[src/rtl/i2c_pkg.sv]
// Package for the I2C subordinate controller.
// Holds the byte-sequencer state encoding, the byte width and the ACK/NACK
// bus levels shared by the RTL and its bench.
package i2c_pkg;

  localparam int   I2C_BYTE_W = 8;
  localparam logic ACK        = 1'b0;  // receiver pulls sda low
  localparam logic NACK       = 1'b1;  // receiver leaves sda released

  typedef enum logic [3:0] {
    IDLE,
    DEVADDR,
    DEV_ACK,
    REGPTR,
    PTR_ACK,
    WRITE,
    WR_ACK,
    READ,
    RD_ACK,
    IGNORE
  } state_t;

endpackage

[src/rtl/i2c_sync_edge.sv]
// N-stage synchronizer with one-clk rise/fall pulses.
// Ports:
//   clk, rst    system clock, synchronous active-low reset
//   din         asynchronous input level
//   dout        synchronized level
//   rise, fall  one-clk pulses on a 0->1 / 1->0 change of dout
// RST_VAL lets idle-high bus lines (scl/sda) come out of reset at their idle
// level so no false edge is produced when reset is released.
module i2c_sync_edge #(
  parameter int   STAGES  = 2,
  parameter logic RST_VAL = 1'b0
) (
  input  logic clk,
  input  logic rst,
  input  logic din,
  output logic dout,
  output logic rise,
  output logic fall
);

  logic [STAGES-1:0] sync_q;
  logic              prev_q;

  always_ff @(posedge clk) begin
    if (!rst) begin
      sync_q <= {STAGES{RST_VAL}};
      prev_q <= RST_VAL;
    end else begin
      sync_q <= {sync_q[STAGES-2:0], din};
      prev_q <= sync_q[STAGES-1];
    end
  end

  assign dout = sync_q[STAGES-1];
  assign rise = dout & ~prev_q;
  assign fall = ~dout & prev_q;

endmodule

[src/rtl/i2c_sub_ctrl.sv]
// Byte-level sequencer of the I2C subordinate interface.
// Ports:
//   clk, rst    system clock (>= 8x scl), synchronous active-low reset
//   scl, sda    raw bus clock/data
//   start, stop level flags from the start/stop detector (asynchronous)
//   sda_oe      1 = pull sda low (ACK or read data 0)
//   reg_addr    register pointer
//   wr_data     write byte, valid while wr_en
//   wr_en       one-clk write strobe
//   rd_req      one-clk read request for reg_addr
//   rd_data     register contents, sampled one clk after rd_req
//   busy        1 while a matched transfer is in progress
//   state_dbg   current sequencer state
// Register-file handshake: wr_en and rd_req are single-cycle strobes with no
// back-pressure. wr_data/reg_addr are stable while wr_en is high and the
// pointer advances on the following clk. rd_data must be valid on the clk
// edge that ends the cycle after rd_req.
import i2c_pkg::*;

module i2c_sub_ctrl #(
  parameter logic [6:0] DEV_ADDR    = 7'h42,
  parameter int         SYNC_STAGES = 2
) (
  input  logic       clk,
  input  logic       rst,
  input  logic       scl,
  input  logic       sda,
  input  logic       start,
  input  logic       stop,
  output logic       sda_oe,
  output logic [7:0] reg_addr,
  output logic [7:0] wr_data,
  output logic       wr_en,
  output logic       rd_req,
  input  logic [7:0] rd_data,
  output logic       busy,
  output state_t     state_dbg
);

  logic scl_s, scl_rise, scl_fall;
  logic sda_s, sda_rise, sda_fall;
  logic start_s, start_evt, start_fall;
  logic stop_s, stop_evt, stop_fall;

  i2c_sync_edge #(.STAGES(SYNC_STAGES), .RST_VAL(1'b1)) u_scl (
    .clk(clk), .rst(rst), .din(scl), .dout(scl_s), .rise(scl_rise), .fall(scl_fall));
  i2c_sync_edge #(.STAGES(SYNC_STAGES), .RST_VAL(1'b1)) u_sda (
    .clk(clk), .rst(rst), .din(sda), .dout(sda_s), .rise(sda_rise), .fall(sda_fall));
  i2c_sync_edge #(.STAGES(SYNC_STAGES), .RST_VAL(1'b0)) u_start (
    .clk(clk), .rst(rst), .din(start), .dout(start_s), .rise(start_evt), .fall(start_fall));
  i2c_sync_edge #(.STAGES(SYNC_STAGES), .RST_VAL(1'b0)) u_stop (
    .clk(clk), .rst(rst), .din(stop), .dout(stop_s), .rise(stop_evt), .fall(stop_fall));

  state_t                  state_q, state_d;
  logic [2:0]              bit_cnt_q, bit_cnt_d;
  logic [I2C_BYTE_W-1:0]   shift_q, shift_d;
  logic [7:0]              reg_addr_q, reg_addr_d;
  logic [7:0]              wr_data_q, wr_data_d;
  logic                    wr_en_q, wr_en_d;
  logic                    rd_req_q, rd_req_d;
  logic                    sda_oe_q, sda_oe_d;
  logic                    busy_q, busy_d;
  // ACK slots: 0 = waiting for the fall that starts driving, 1 = driving.
  // RD_ACK: 1 = controller ACK seen, next fall fetches the next byte.
  logic                    phase_q, phase_d;
  // High the clk after rd_req: rd_data is captured and its MSB driven.
  logic                    load_q, load_d;
  logic [I2C_BYTE_W-1:0]   byte_in;

  assign byte_in = {shift_q[6:0], sda_s};

  always_ff @(posedge clk) begin
    if (!rst) begin
      state_q    <= IDLE;
      bit_cnt_q  <= '0;
      shift_q    <= '0;
      reg_addr_q <= '0;
      wr_data_q  <= '0;
      wr_en_q    <= 1'b0;
      rd_req_q   <= 1'b0;
      sda_oe_q   <= 1'b0;
      busy_q     <= 1'b0;
      phase_q    <= 1'b0;
      load_q     <= 1'b0;
    end else begin
      state_q    <= state_d;
      bit_cnt_q  <= bit_cnt_d;
      shift_q    <= shift_d;
      reg_addr_q <= reg_addr_d;
      wr_data_q  <= wr_data_d;
      wr_en_q    <= wr_en_d;
      rd_req_q   <= rd_req_d;
      sda_oe_q   <= sda_oe_d;
      busy_q     <= busy_d;
      phase_q    <= phase_d;
      load_q     <= load_d;
    end
  end

  always_comb begin
    state_d    = state_q;
    bit_cnt_d  = bit_cnt_q;
    shift_d    = shift_q;
    reg_addr_d = reg_addr_q;
    wr_data_d  = wr_data_q;
    wr_en_d    = 1'b0;
    rd_req_d   = 1'b0;
    sda_oe_d   = sda_oe_q;
    phase_d    = phase_q;
    load_d     = 1'b0;

    // Pointer advances the clk after each write strobe (8-bit wrap).
    if (wr_en_q) reg_addr_d = reg_addr_q + 8'd1;

    if (stop_evt) begin
      state_d   = IDLE;
      bit_cnt_d = '0;
      sda_oe_d  = 1'b0;
      phase_d   = 1'b0;
    end else if (start_evt) begin
      state_d   = DEVADDR;
      bit_cnt_d = '0;
      sda_oe_d  = 1'b0;
      phase_d   = 1'b0;
    end else begin
      case (state_q)
        DEVADDR, REGPTR, WRITE: begin
          if (scl_rise) begin
            shift_d   = byte_in;
            bit_cnt_d = bit_cnt_q + 3'd1;
            if (bit_cnt_q == 3'd7) begin
              if (state_q == DEVADDR) begin
                state_d = (byte_in[7:1] == DEV_ADDR) ? DEV_ACK : IGNORE;
              end else if (state_q == REGPTR) begin
                reg_addr_d = byte_in;
                state_d    = PTR_ACK;
              end else begin
                wr_data_d = byte_in;
                wr_en_d   = 1'b1;
                state_d   = WR_ACK;
              end
            end
          end
        end
        DEV_ACK, PTR_ACK, WR_ACK: begin
          if (scl_fall) begin
            if (!phase_q) begin
              sda_oe_d = 1'b1;
              phase_d  = 1'b1;
            end else begin
              sda_oe_d = 1'b0;
              phase_d  = 1'b0;
              if (state_q == DEV_ACK && shift_q[0]) begin
                rd_req_d = 1'b1;
                load_d   = 1'b1;
                state_d  = READ;
              end else if (state_q == DEV_ACK) begin
                state_d = REGPTR;
              end else begin
                state_d = WRITE;
              end
            end
          end
        end
        READ: begin
          // The first bit is driven on the load clk rather than on the
          // releasing scl fall, because rd_data only arrives then.
          if (load_q) begin
            shift_d  = rd_data;
            sda_oe_d = ~rd_data[7];
          end else if (scl_fall) begin
            shift_d  = {shift_q[6:0], 1'b0};
            sda_oe_d = ~shift_q[6];
          end
          if (scl_rise) begin
            bit_cnt_d = bit_cnt_q + 3'd1;
            if (bit_cnt_q == 3'd7) state_d = RD_ACK;
          end
        end
        RD_ACK: begin
          if (scl_fall && !phase_q) begin
            sda_oe_d = 1'b0;
          end else if (scl_fall) begin
            rd_req_d = 1'b1;
            load_d   = 1'b1;
            phase_d  = 1'b0;
            state_d  = READ;
          end else if (scl_rise) begin
            if (sda_s == ACK) begin
              reg_addr_d = reg_addr_q + 8'd1;
              phase_d    = 1'b1;
            end else begin
              state_d = IGNORE;
            end
          end
        end
        default: begin
          sda_oe_d = 1'b0;
        end
      endcase
    end

    busy_d = !(state_d == IDLE || state_d == DEVADDR || state_d == IGNORE);
  end

  assign sda_oe    = sda_oe_q;
  assign reg_addr  = reg_addr_q;
  assign wr_data   = wr_data_q;
  assign wr_en     = wr_en_q;
  assign rd_req    = rd_req_q;
  assign busy      = busy_q;
  assign state_dbg = state_q;

  logic unused_ok;
  assign unused_ok = &{1'b0, scl_s, sda_rise, sda_fall, start_s, start_fall,
                       stop_s, stop_fall, shift_q[7]};

endmodule

[config.mk]
export PLATFORM = sky130hd
export DESIGN_NAME = i2c_sub_ctrl
export DESIGN_NICKNAME = d
export VERILOG_FILES = /design/src/rtl/i2c_pkg.sv /design/src/rtl/i2c_sync_edge.sv /design/src/rtl/i2c_sub_ctrl.sv
export SDC_FILE = /design/constraint.sdc
export NUM_CORES = 1
export LEC_CHECK = 0
export CORE_ASPECT_RATIO = 1.2
export CORE_MARGIN = 1.5
export CORE_UTILIZATION = 25
export DETAILED_ROUTE_END_ITERATION = 8
export PLACE_DENSITY = 0.46
export REMOVE_ABC_BUFFERS = 1
export SLEW_MARGIN = 20
export SYNTH_ARGS = -nofsm -noshare
export SYNTH_HDL_FRONTEND = slang
export SYNTH_SLANG_ARGS = --single-unit
export TNS_END_PERCENT = 5
[constraint.sdc]
create_clock -name clk -period 2.8 [get_ports clk]
set_clock_uncertainty 0.1 [all_clocks]
set_input_delay 0.42 -clock clk [delete_from_list [all_inputs] [get_ports clk]]
set_output_delay 0.42 -clock clk [all_outputs]
set_load 0.02 [all_outputs]
==> run summary <==
largest net degree at the start of global routing -> 22
EDFF count, synth -> 0
GR Overflow Total -> 0
Post-synth top flop -> dfxtp_1
Routed WL -> 6720 um
CTS tree -> done
FF+latch count, synth -> 46
clk buf depth -> 2
Port Buf Inserts -> 37
Syn Std Cell Area -> 2540 um2
setup violators final -> 0
Critical Path Source Type -> register
gr usage total -> 13.3%
clk_lat worst skew -> 0.28 ns
Final ANT Viol Nets -> 0
# diodes -> 0
antenna violations before repair -> 0
vias -> 2141
Num CTS Buffers -> 5
Synth area leaders -> dfxtp_1, mux2i_1, nor2_1, nand2b_1, nand2_1
final hold vios -> 0
CP max stage delay -> 0.78 ns
vias in the first global route -> 2120
DRC -> 0
share of post-route cells with drive strength above 1 -> 9.69%
post-DP HPWL -> 4850 um
Pwr Density -> 449 nW/um2
die area -> 10800 um2
root buf cell -> clkbuf_16
Avg WL per Cell -> 15.1 um
leakage power -> 1.20 nW
status -> complete, no violations
RSZ-0062 raised after global routing -> no
worst endpoint data arrival time -> 2.39 ns
top cells by count, synth -> dfxtp_1, nor2_1, nand2_1
fillcell total -> 1012
clock sink count -> 46
Yosys top cell area share -> 36.2%
Max-Cap Viols -> 0
Final Max Slew Viols -> 0
row count -> 40
Initial Utilization -> 25.6%
Placed Cells -> 439
number of hold buffers added after cts -> 0
Slowest-stage cell, CP -> a211oi_2
area leader, netlist -> dfxtp_1
# resized after CTS -> 0
area grow syn2layout -> 24.9%
iteration count of the initial detailed-routing pass -> 5
first-pass GRT wire length -> 11200 um
Final TNS setup -> 0 ns
initial drt markers -> 169
RePlAce Congestion -> 0.808
Avg Vias per Cell -> 4.80
crit-path cells -> and2b_1, nand2_1, a211oi_2, nor2_1, a211oi_1
Netlist cell types -> 57
period utilization -> 81.8%
sequential-to-total area share from yosys stat -> 36.2%
Post-Syn Area per Cell -> 8.96 um2
# IOs -> 38
WS Path Type -> register to register
ys async rst share -> 0%
clk slew on worst S/H paths -> 0.06 ns
Worst-Margin Slew -> 0.857 ns
Core ar. -> 9960 um2
fin crit period -> 2.29 ns
Worst Path Max Fanout -> 14
fin nets -> 339
most numerous cell in the Yosys netlist -> dfxtp_1
die outline height -> 114 um
Setup Buffers After CTS -> 0
Slew HR -> 42.8%
H-tree levels -> 2
Yosys warnings -> 0
Post-Syn Instances -> 284
maximum clock rate -> 0.437 GHz
fin cells -> 446
Die Wd -> 95.1 um
crit path capture type -> register
Crit path required time -> 2.90 ns
peak supply drop -> 0.197 mV
class of the worst hold path -> register to register
-- placed cells by master (no fill, tap or decap), types with 9 or more instances in the layout --
cell type	Yosys	routed
mux2i_1	15	15
and2_1	10	10
nand2_1	21	21
nor2b_1	9	9
nand3_1	10	10
buf_4	2	10
clkdlybuf4s50_1	0	37
a21oi_1	9	9
dfxtp_1	46	46
nor2_1	22	22
nand2b_1	13	13
-- critical path: cells and delay by family, from the launching register on --
kind	cells	cell delay [ns]
compound gates	2	1.00
flops	1	0.60
simple gates	3	0.51
-- path summary, 6_finish.rpt --
| path | from | end | depth (start not counted) | slack (ns) |
|---|---|---|---|---|
| setup / recovery | state_dbg[0] | shift_q[1] | 5 | 0.51 |
| hold / removal | u_scl.sync_q[0] | u_scl.sync_q[1] | 1 | 0.31 |
| setup reg to reg | state_dbg[0] | shift_q[1] | 5 | 0.51 |
| hold reg to reg | u_scl.sync_q[0] | u_scl.sync_q[1] | 1 | 0.31 |
-- cells by family (layout without fill, tap and decap cells) --
group	after synthesis	in the layout	synth area share, %
xor+xnor	16	16	5.51
fa+ha+maj	5	5	2.46
mux	18	18	7.23
buf+inv	22	58	4.72
compound gates	63	63	18.5
simple gates	114	114	25.4
flops	46	46	36.2
-- area by class of cell --
class                           count  area [um2]  area share [%]
Clock inverter                      1        7.51           0.236
Multi-Input combinational cell    216        1500            47.3
Clock buffer                        6         129            4.05
Timing Repair Buffer               47         445            14.0
Sequential cell                    46         921            29.0
Tap cell                          126         158            4.96
Inverter                            4        15.0           0.472
-- per-layer routing --
layer	track usage, %	share of wire (%)	routed length [um]
met5	0	0	0
met1	17.0	47	3140
met2	22.9	49	3320
met3	2.07	3.0	200
met4	3.28	0.86	58
-- flip-flops by register name, indices dropped and copies added (netlist names) --
signal	count
bit_cnt_q	3
busy	1
load_q	1
phase_q	1
reg_addr	8
sda_oe	1
shift_q	7
state_dbg	4
u_scl.prev_q	1
u_scl.sync_q	2
u_sda.sync_q	2
u_start.prev_q	1
u_start.sync_q	2
u_stop.prev_q	1
u_stop.sync_q	2
wr_data	8
wr_en	1
-- stage by stage --
stage | instance area (um2) | hold slack, ns | util (%) | setup WS (ns) | power [mW]
4_1_cts | 3180 | 0.311 | 31.9 | 0.514 | 1.45
2_1_floorplan | 2440 | 0.286 | - | 0.583 | 0.798
6_report | 3180 | 0.312 | 31.9 | 0.510 | 1.43
3_5_place_dp | 3040 | 0.296 | 30.6 | 0.547 | 0.878
3_3_place_gp | 3040 | 0.290 | 30.6 | 0.575 | 0.879
5_1_grt | 3180 | 0.335 | 31.9 | 0.222 | 1.50
-- power breakdown --
part / internal, mW / switching (mW) / leakage, nW
sequential: 0.669 / 0.0127 / 0.373
combinational: 0.0852 / 0.0946 / 0.761
clock: 0.326 / 0.240 / 0.0629
Power figures use the tool's default switching activity.
